File: src/rtl/mem_stage.sv
// RV32I memory stage: registers the EX/MEM bundle, runs byte/half/word accesses over a
// req/ready data port with a bus timeout, resolves branches and drives the MEM/WB bundle.
module mem_stage #(
  parameter int TIMEOUT = 16
) (
  input  logic        clk,
  input  logic        rst,
  input  logic        valid_in,
  input  logic [4:0]  crt_mem_in,
  input  logic        mem_unsigned_in,
  input  logic [1:0]  crt_wb_in,
  input  logic [31:0] alu_result_in,
  input  logic [31:0] dato_b_in,
  input  logic [31:0] pc_target_in,
  input  logic        zero_in,
  input  logic [4:0]  inst_in,
  output logic        stall_out,
  output logic        pc_src_out,
  output logic [31:0] pc_target_out,
  output logic        dmem_req,
  output logic        dmem_we,
  output logic [31:0] dmem_addr,
  output logic [31:0] dmem_wdata,
  output logic [3:0]  dmem_be,
  input  logic [31:0] dmem_rdata,
  input  logic        dmem_ready,
  output logic        valid_out,
  output logic [31:0] wb_data_out,
  output logic [4:0]  rd_out,
  output logic [1:0]  crt_wb_out,
  output logic [1:0]  exc_out,
  output logic        state_dbg_o
);
  // Handshake: an access completes on a rising edge where dmem_req=1 and dmem_ready=1;
  // req, we, addr, be and wdata stay constant from the first ACCESS cycle until then.
  typedef enum logic {IDLE = 1'b0, ACCESS = 1'b1} state_e;

  localparam int CW = $clog2(TIMEOUT) + 1;

  state_e        state_q;
  logic [CW-1:0] cnt_q;
  logic          valid_q, pc_src_q, we_q;
  logic [31:0]   pc_target_q, addr_q, wdata_q, wb_data_q, alu_q;
  logic [3:0]    be_q;
  logic [4:0]    rd_out_q, rd_pend_q;
  logic [1:0]    crt_wb_q, wb_pend_q, exc_q, off_q, size_q;
  logic          uns_q;

  logic          is_wr, is_rd, is_mem;
  logic [1:0]    size, off, exc_d;
  logic [3:0]    be_d;
  logic [31:0]   wdata_d, shifted, load_d;

  assign is_wr  = crt_mem_in[1];
  assign is_rd  = crt_mem_in[0] & ~crt_mem_in[1];
  assign is_mem = is_wr | is_rd;
  assign size   = crt_mem_in[4:3];
  assign off    = alu_result_in[1:0];

  always_comb begin
    exc_d   = 2'b00;
    be_d    = 4'hF;
    wdata_d = dato_b_in;
    if (is_mem) begin
      if (size == 2'b11) exc_d = 2'b11;
      else if ((size == 2'b01 && off[0]) || (size == 2'b10 && off != 2'b00)) exc_d = 2'b01;
    end
    case (size)
      2'b00: begin
        be_d    = 4'b0001 << off;
        wdata_d = {4{dato_b_in[7:0]}};
      end
      2'b01: begin
        be_d    = 4'b0011 << off;
        wdata_d = {2{dato_b_in[15:0]}};
      end
      default: ;
    endcase
  end

  // Load lane is selected with the offset captured at accept time.
  always_comb begin
    shifted = dmem_rdata >> {off_q, 3'b000};
    load_d  = shifted;
    case (size_q)
      2'b00:   load_d = {{24{~uns_q & shifted[7]}}, shifted[7:0]};
      2'b01:   load_d = {{16{~uns_q & shifted[15]}}, shifted[15:0]};
      default: ;
    endcase
  end

  always_ff @(posedge clk) begin
    if (rst) begin
      state_q     <= IDLE;
      cnt_q       <= '0;
      valid_q     <= 1'b0;
      pc_src_q    <= 1'b0;
      pc_target_q <= '0;
      we_q        <= 1'b0;
      addr_q      <= '0;
      wdata_q     <= '0;
      be_q        <= '0;
      wb_data_q   <= '0;
      rd_out_q    <= '0;
      crt_wb_q    <= '0;
      exc_q       <= '0;
      alu_q       <= '0;
      rd_pend_q   <= '0;
      wb_pend_q   <= '0;
      off_q       <= '0;
      size_q      <= '0;
      uns_q       <= 1'b0;
    end else begin
      valid_q  <= 1'b0;
      pc_src_q <= 1'b0;
      case (state_q)
        IDLE: begin
          if (valid_in) begin
            pc_src_q    <= crt_mem_in[2] & zero_in;
            pc_target_q <= pc_target_in;
            alu_q       <= alu_result_in;
            rd_pend_q   <= inst_in;
            wb_pend_q   <= is_wr ? 2'b00 : crt_wb_in;
            off_q       <= off;
            size_q      <= size;
            uns_q       <= mem_unsigned_in;
            if (is_mem && exc_d == 2'b00) begin
              state_q <= ACCESS;
              cnt_q   <= '0;
              addr_q  <= {alu_result_in[31:2], 2'b00};
              we_q    <= is_wr;
              be_q    <= be_d;
              wdata_q <= wdata_d;
            end else begin
              valid_q   <= 1'b1;
              wb_data_q <= alu_result_in;
              rd_out_q  <= inst_in;
              crt_wb_q  <= (exc_d != 2'b00 || is_wr) ? 2'b00 : crt_wb_in;
              exc_q     <= exc_d;
            end
          end
        end
        ACCESS: begin
          if (dmem_ready) begin
            state_q   <= IDLE;
            valid_q   <= 1'b1;
            wb_data_q <= (wb_pend_q[1] && !we_q) ? load_d : alu_q;
            rd_out_q  <= rd_pend_q;
            crt_wb_q  <= wb_pend_q;
            exc_q     <= 2'b00;
          end else if (cnt_q == CW'(TIMEOUT - 1)) begin
            state_q   <= IDLE;
            valid_q   <= 1'b1;
            wb_data_q <= alu_q;
            rd_out_q  <= rd_pend_q;
            crt_wb_q  <= 2'b00;
            exc_q     <= 2'b10;
          end else begin
            cnt_q <= cnt_q + CW'(1);
          end
        end
        default: state_q <= IDLE;
      endcase
    end
  end

  assign stall_out     = (state_q == ACCESS);
  assign dmem_req      = (state_q == ACCESS);
  assign state_dbg_o   = state_q;
  assign pc_src_out    = pc_src_q;
  assign pc_target_out = pc_target_q;
  assign dmem_we       = we_q;
  assign dmem_addr     = addr_q;
  assign dmem_wdata    = wdata_q;
  assign dmem_be       = be_q;
  assign valid_out     = valid_q;
  assign wb_data_out   = wb_data_q;
  assign rd_out        = rd_out_q;
  assign crt_wb_out    = crt_wb_q;
  assign exc_out       = exc_q;
endmodule

File: config.mk
export PLATFORM = sky130hd
export DESIGN_NAME = mem_stage
export DESIGN_NICKNAME = d
export VERILOG_FILES = /design/src/rtl/mem_stage.sv
export SDC_FILE = /design/constraint.sdc
export NUM_CORES = 1
export LEC_CHECK = 0
export CAP_MARGIN = 20
export CELL_PAD_IN_SITES_DETAIL_PLACEMENT = 1
export CELL_PAD_IN_SITES_GLOBAL_PLACEMENT = 1
export CORE_MARGIN = 2
export CORE_UTILIZATION = 35
export DETAILED_ROUTE_END_ITERATION = 16
export MAX_ROUTING_LAYER = met4
export PLACE_DENSITY = 0.95
export SLEW_MARGIN = 25
export SYNTH_ARGS = -nofsm -noshare
export SYNTH_HDL_FRONTEND = slang
export SYNTH_SLANG_ARGS = --single-unit
File: constraint.sdc
create_clock -name clk -period 4.8 [get_ports clk]
set_input_delay 0.96 -clock clk [delete_from_list [all_inputs] [get_ports clk]]
set_output_delay 0.96 -clock clk [all_outputs]
set_load 0.005 [all_outputs]
==> results.json <==
{
  "outcome": "complete, no violations",
  "leakagePower_nw": 4.19,
  "first_iter_violations": 501,
  "grt_max_degree": 133,
  "synth_edf_count": 0,
  "start_util_pct": 35.4,
  "pre_cts_ws_ns": 1.21,
  "design_power_total_w": 0.00390,
  "syn_area_um2": 8230,
  "via_per_inst": 5.43,
  "postCtsSetupBuffers": 0,
  "cp_max_fo": 26,
  "dpl.hpwl_um": 23100,
  "synth_ff_type": "dfxtp_1",
  "first_global_vias": 9015,
  "synth_top_area_cell": "dfxtp_1",
  "slew_headroom_pct": 31.5,
  "nFillCells": 2782,
  "drv_slew": 0,
  "synthToLayoutAreaGrowth_pct": 44.4,
  "yosysMostFrequentCell": "nand2_1",
  "required_ns": 5.08,
  "synth.area.top_cells": "dfxtp_1 46%, nand2_1 13%, a21oi_1 9.5%, mux2i_1 4.5%, a211oi_1 3.7%",
  "cp_cell_sequence": "clkdlybuf4s50_1 > or3_1 > a21oi_1 > nand2_2 > buf_4 > a31oi_1 > nor2_1",
  "drive_gt1_share_pct": 5.00,
  "layout_worst_path_cycle_share_pct": 66.8,
  "worst_pin_slew_ns": 1.03,
  "htreeDepth": 4,
  "path_clk_slew_ns": 0.07,
  "num_vias": 8711,
  "worstSetupPathType": "input port to register",
  "grt_use_total_pct": 26.2,
  "setup_viol_count_final": 0,
  "rsz0062_at_grt": "no",
  "syn_inst": 1033,
  "post_cts_resized": 0,
  "rrSetupSlack_ns": 2.11,
  "synth_area_per_cell_um2": 7.96,
  "async_flop_share_pct": 0,
  "antenna_found_initial": 4,
  "reg2regPathDepth": 7,
  "die_x_um": 157,
  "wl_per_cell_um": 20.1,
  "die_area_um2": 24700,
  "crit_start": "alu_result_in[0]",
  "final_nets": 1417,
  "peakVddDrop_v": 0.000216,
  "fin_crit_ns": 3.21,
  "setup_tns_ns": 0,
  "cp_slowest_stage_delay_ns": 0.60,
  "min_from": "pc_target_out[12]",
  "cts_made_buffers": 17,
  "cp-start-kind": "input port",
  "cts_tree": "yes",
  "fmax_mhz": 312,
  "fp.dieH_um": 157,
  "reg2reg_from": "dmem_req",
  "crit_path_top_delay_cell": "clkdlybuf4s50_1",
  "ios": 293,
  "finalHoldViolCount": 0,
  "cts_sinks": 190,
  "io_buffer_count": 290,
  "ys_seq_area_share_pct": 46.2,
  "fin_hold_ws_ns": 0.454,
  "maxCapViolCount": 0,
  "clock_latency_ns": 0.44,
  "ys_top_cells_by_count": "274 x nand2_1, 190 x dfxtp_1, 156 x a21oi_1",
  "setup.worst_path.end_class": "register",
  "ys_ff_latch": 190,
  "cts_hold_buf": 0,
  "grt_pass1_wl_um": 49200,
  "reg2reg_to": "wb_data_out[8]",
  "yosysWarnings": 0,
  "hold_path.class": "register to register",
  "clk_path_buf_depth": 2,
  "powerDensity_nw_per_um2": 329,
  "ctsRootBufferMaster": "clkbuf_16",
  "ant_nets": 0,
  "clock_skew_ns": 0.0100,
  "drc": 0,
  "core_um2": 23300,
  "grt.overflow.total": 0,
  "setup_ws_ns": 1.59,
  "yosys.area.top_type_share_pct": 46.2,
  "dr.pass1.iters": 5,
  "drt-total-wl_um": 32200,
  "yosysUniqueCellTypes": 54,
  "floorplan.rows": 56,
  "whs_endpoint": "pc_target_out[12]",
  "gp_congestion": 0.845,
  "crit_arrival_ns": 3.49,
  "hold_path_depth": 2
}
[layout by cell type, fill, tap and decap left out, types with 9 or more instances in the layout]
master           netlist  layout
buf_4                  6      17
o221ai_1              13      13
a311oi_1               9       9
clkdlybuf4s50_1        0     289
nor3_1                10      10
o22ai_1               13      13
nor2_1                69      69
and2_1                12      12
a21oi_1              156     156
nand2_1              274     273
mux2i_1               37      37
dfxtp_1              190     189
clkbuf_16              0      17
a31oi_1               10      10
a211oi_1              41      41
o211ai_1              17      17
o21ai_0               18      18
[registers in the layout, summed over array words and instances (netlist names)]
register and cells:
alu_q 32, dmem_wdata 32, pc_target_out 32, wb_data_out 32
dmem_addr 30, cnt_q 5, rd_out 5, rd_pend_q 5
dmem_be 4, crt_wb_out 2, exc_out 2, size_q 2
wb_pend_q 2, dmem_req 1, dmem_we 1, pc_src_out 1
uns_q 1, valid_out 1
[where the power goes]
part	switching, W	internal [W]	leakage (nW)
Sequential	0.0000624	0.00168	1.56
Clock	0.000640	0.000793	0.276
Combinational	0.000365	0.000365	2.36
Total	0.00107	0.00284	4.19
[routing by layer]
metal | vias to the layer above | track usage [%] | wire length [um]
met5 | - | - | 0
met4 | 0 | 11.8 | 1130
met3 | 66 | 4.13 | 1770
met2 | 298 | 44.0 | 16100
met1 | 4307 | 31.0 | 13100
li1 | 4040 | - | -
[worst max-delay path: cells and delay by family]
| family | cells | cell delay [ns] |
|---|---|---|
| compound gates | 2 | 0.55 |
| buf+inv | 2 | 0.99 |
| simple gates | 3 | 0.97 |
[stage by stage]
step           util, %  instances  area (um^2)
2_1_floorplan        -       1034         8230
4_1_cts           51.0       1599        11900
3_3_place_gp      48.6       1569        11300
3_5_place_dp      48.6       1569        11300
5_1_grt           51.1       1603        11900
6_report          51.1       1603        11900
[cells by family after synthesis]
kind of cell,after synthesis,synth area share (%)
AO/OA/AOI/OAI,299,22.6
flip-flops,190,46.2
AND/OR/NAND/NOR,399,20.0
other,1,0.0456
buffers and inverters,99,5.35
multiplexers,41,5.19
XOR/XNOR,2,0.213
adder cells (fa/ha/maj),2,0.304
[final cells by class]
class                   instances  area (um^2)  share of cell area, %
clock buffers                  21          460                   3.88
flip-flops and latches        190         3800                   32.0
well taps                     319          399                   3.36
inverters                       7         26.3                  0.221
clock inverters                 9          111                  0.937
multi-input cells             745         4020                   33.8
repair buffers                308         3050                   25.7
diodes                          4         10.0                 0.0842
[worst max-delay path by stage]
stage	to	depth (start not counted)	slack, ns
2_1_floorplan	dmem_be[3]	6	2.39
3_3_place_gp	cnt_q[4]	7	1.27
3_5_place_dp	cnt_q[0]	7	1.21
4_1_cts	cnt_q[4]	7	1.64
5_1_grt	cnt_q[4]	7	1.42
6_report	cnt_q[4]	7	1.59
(Power assumes the default switching activity.)
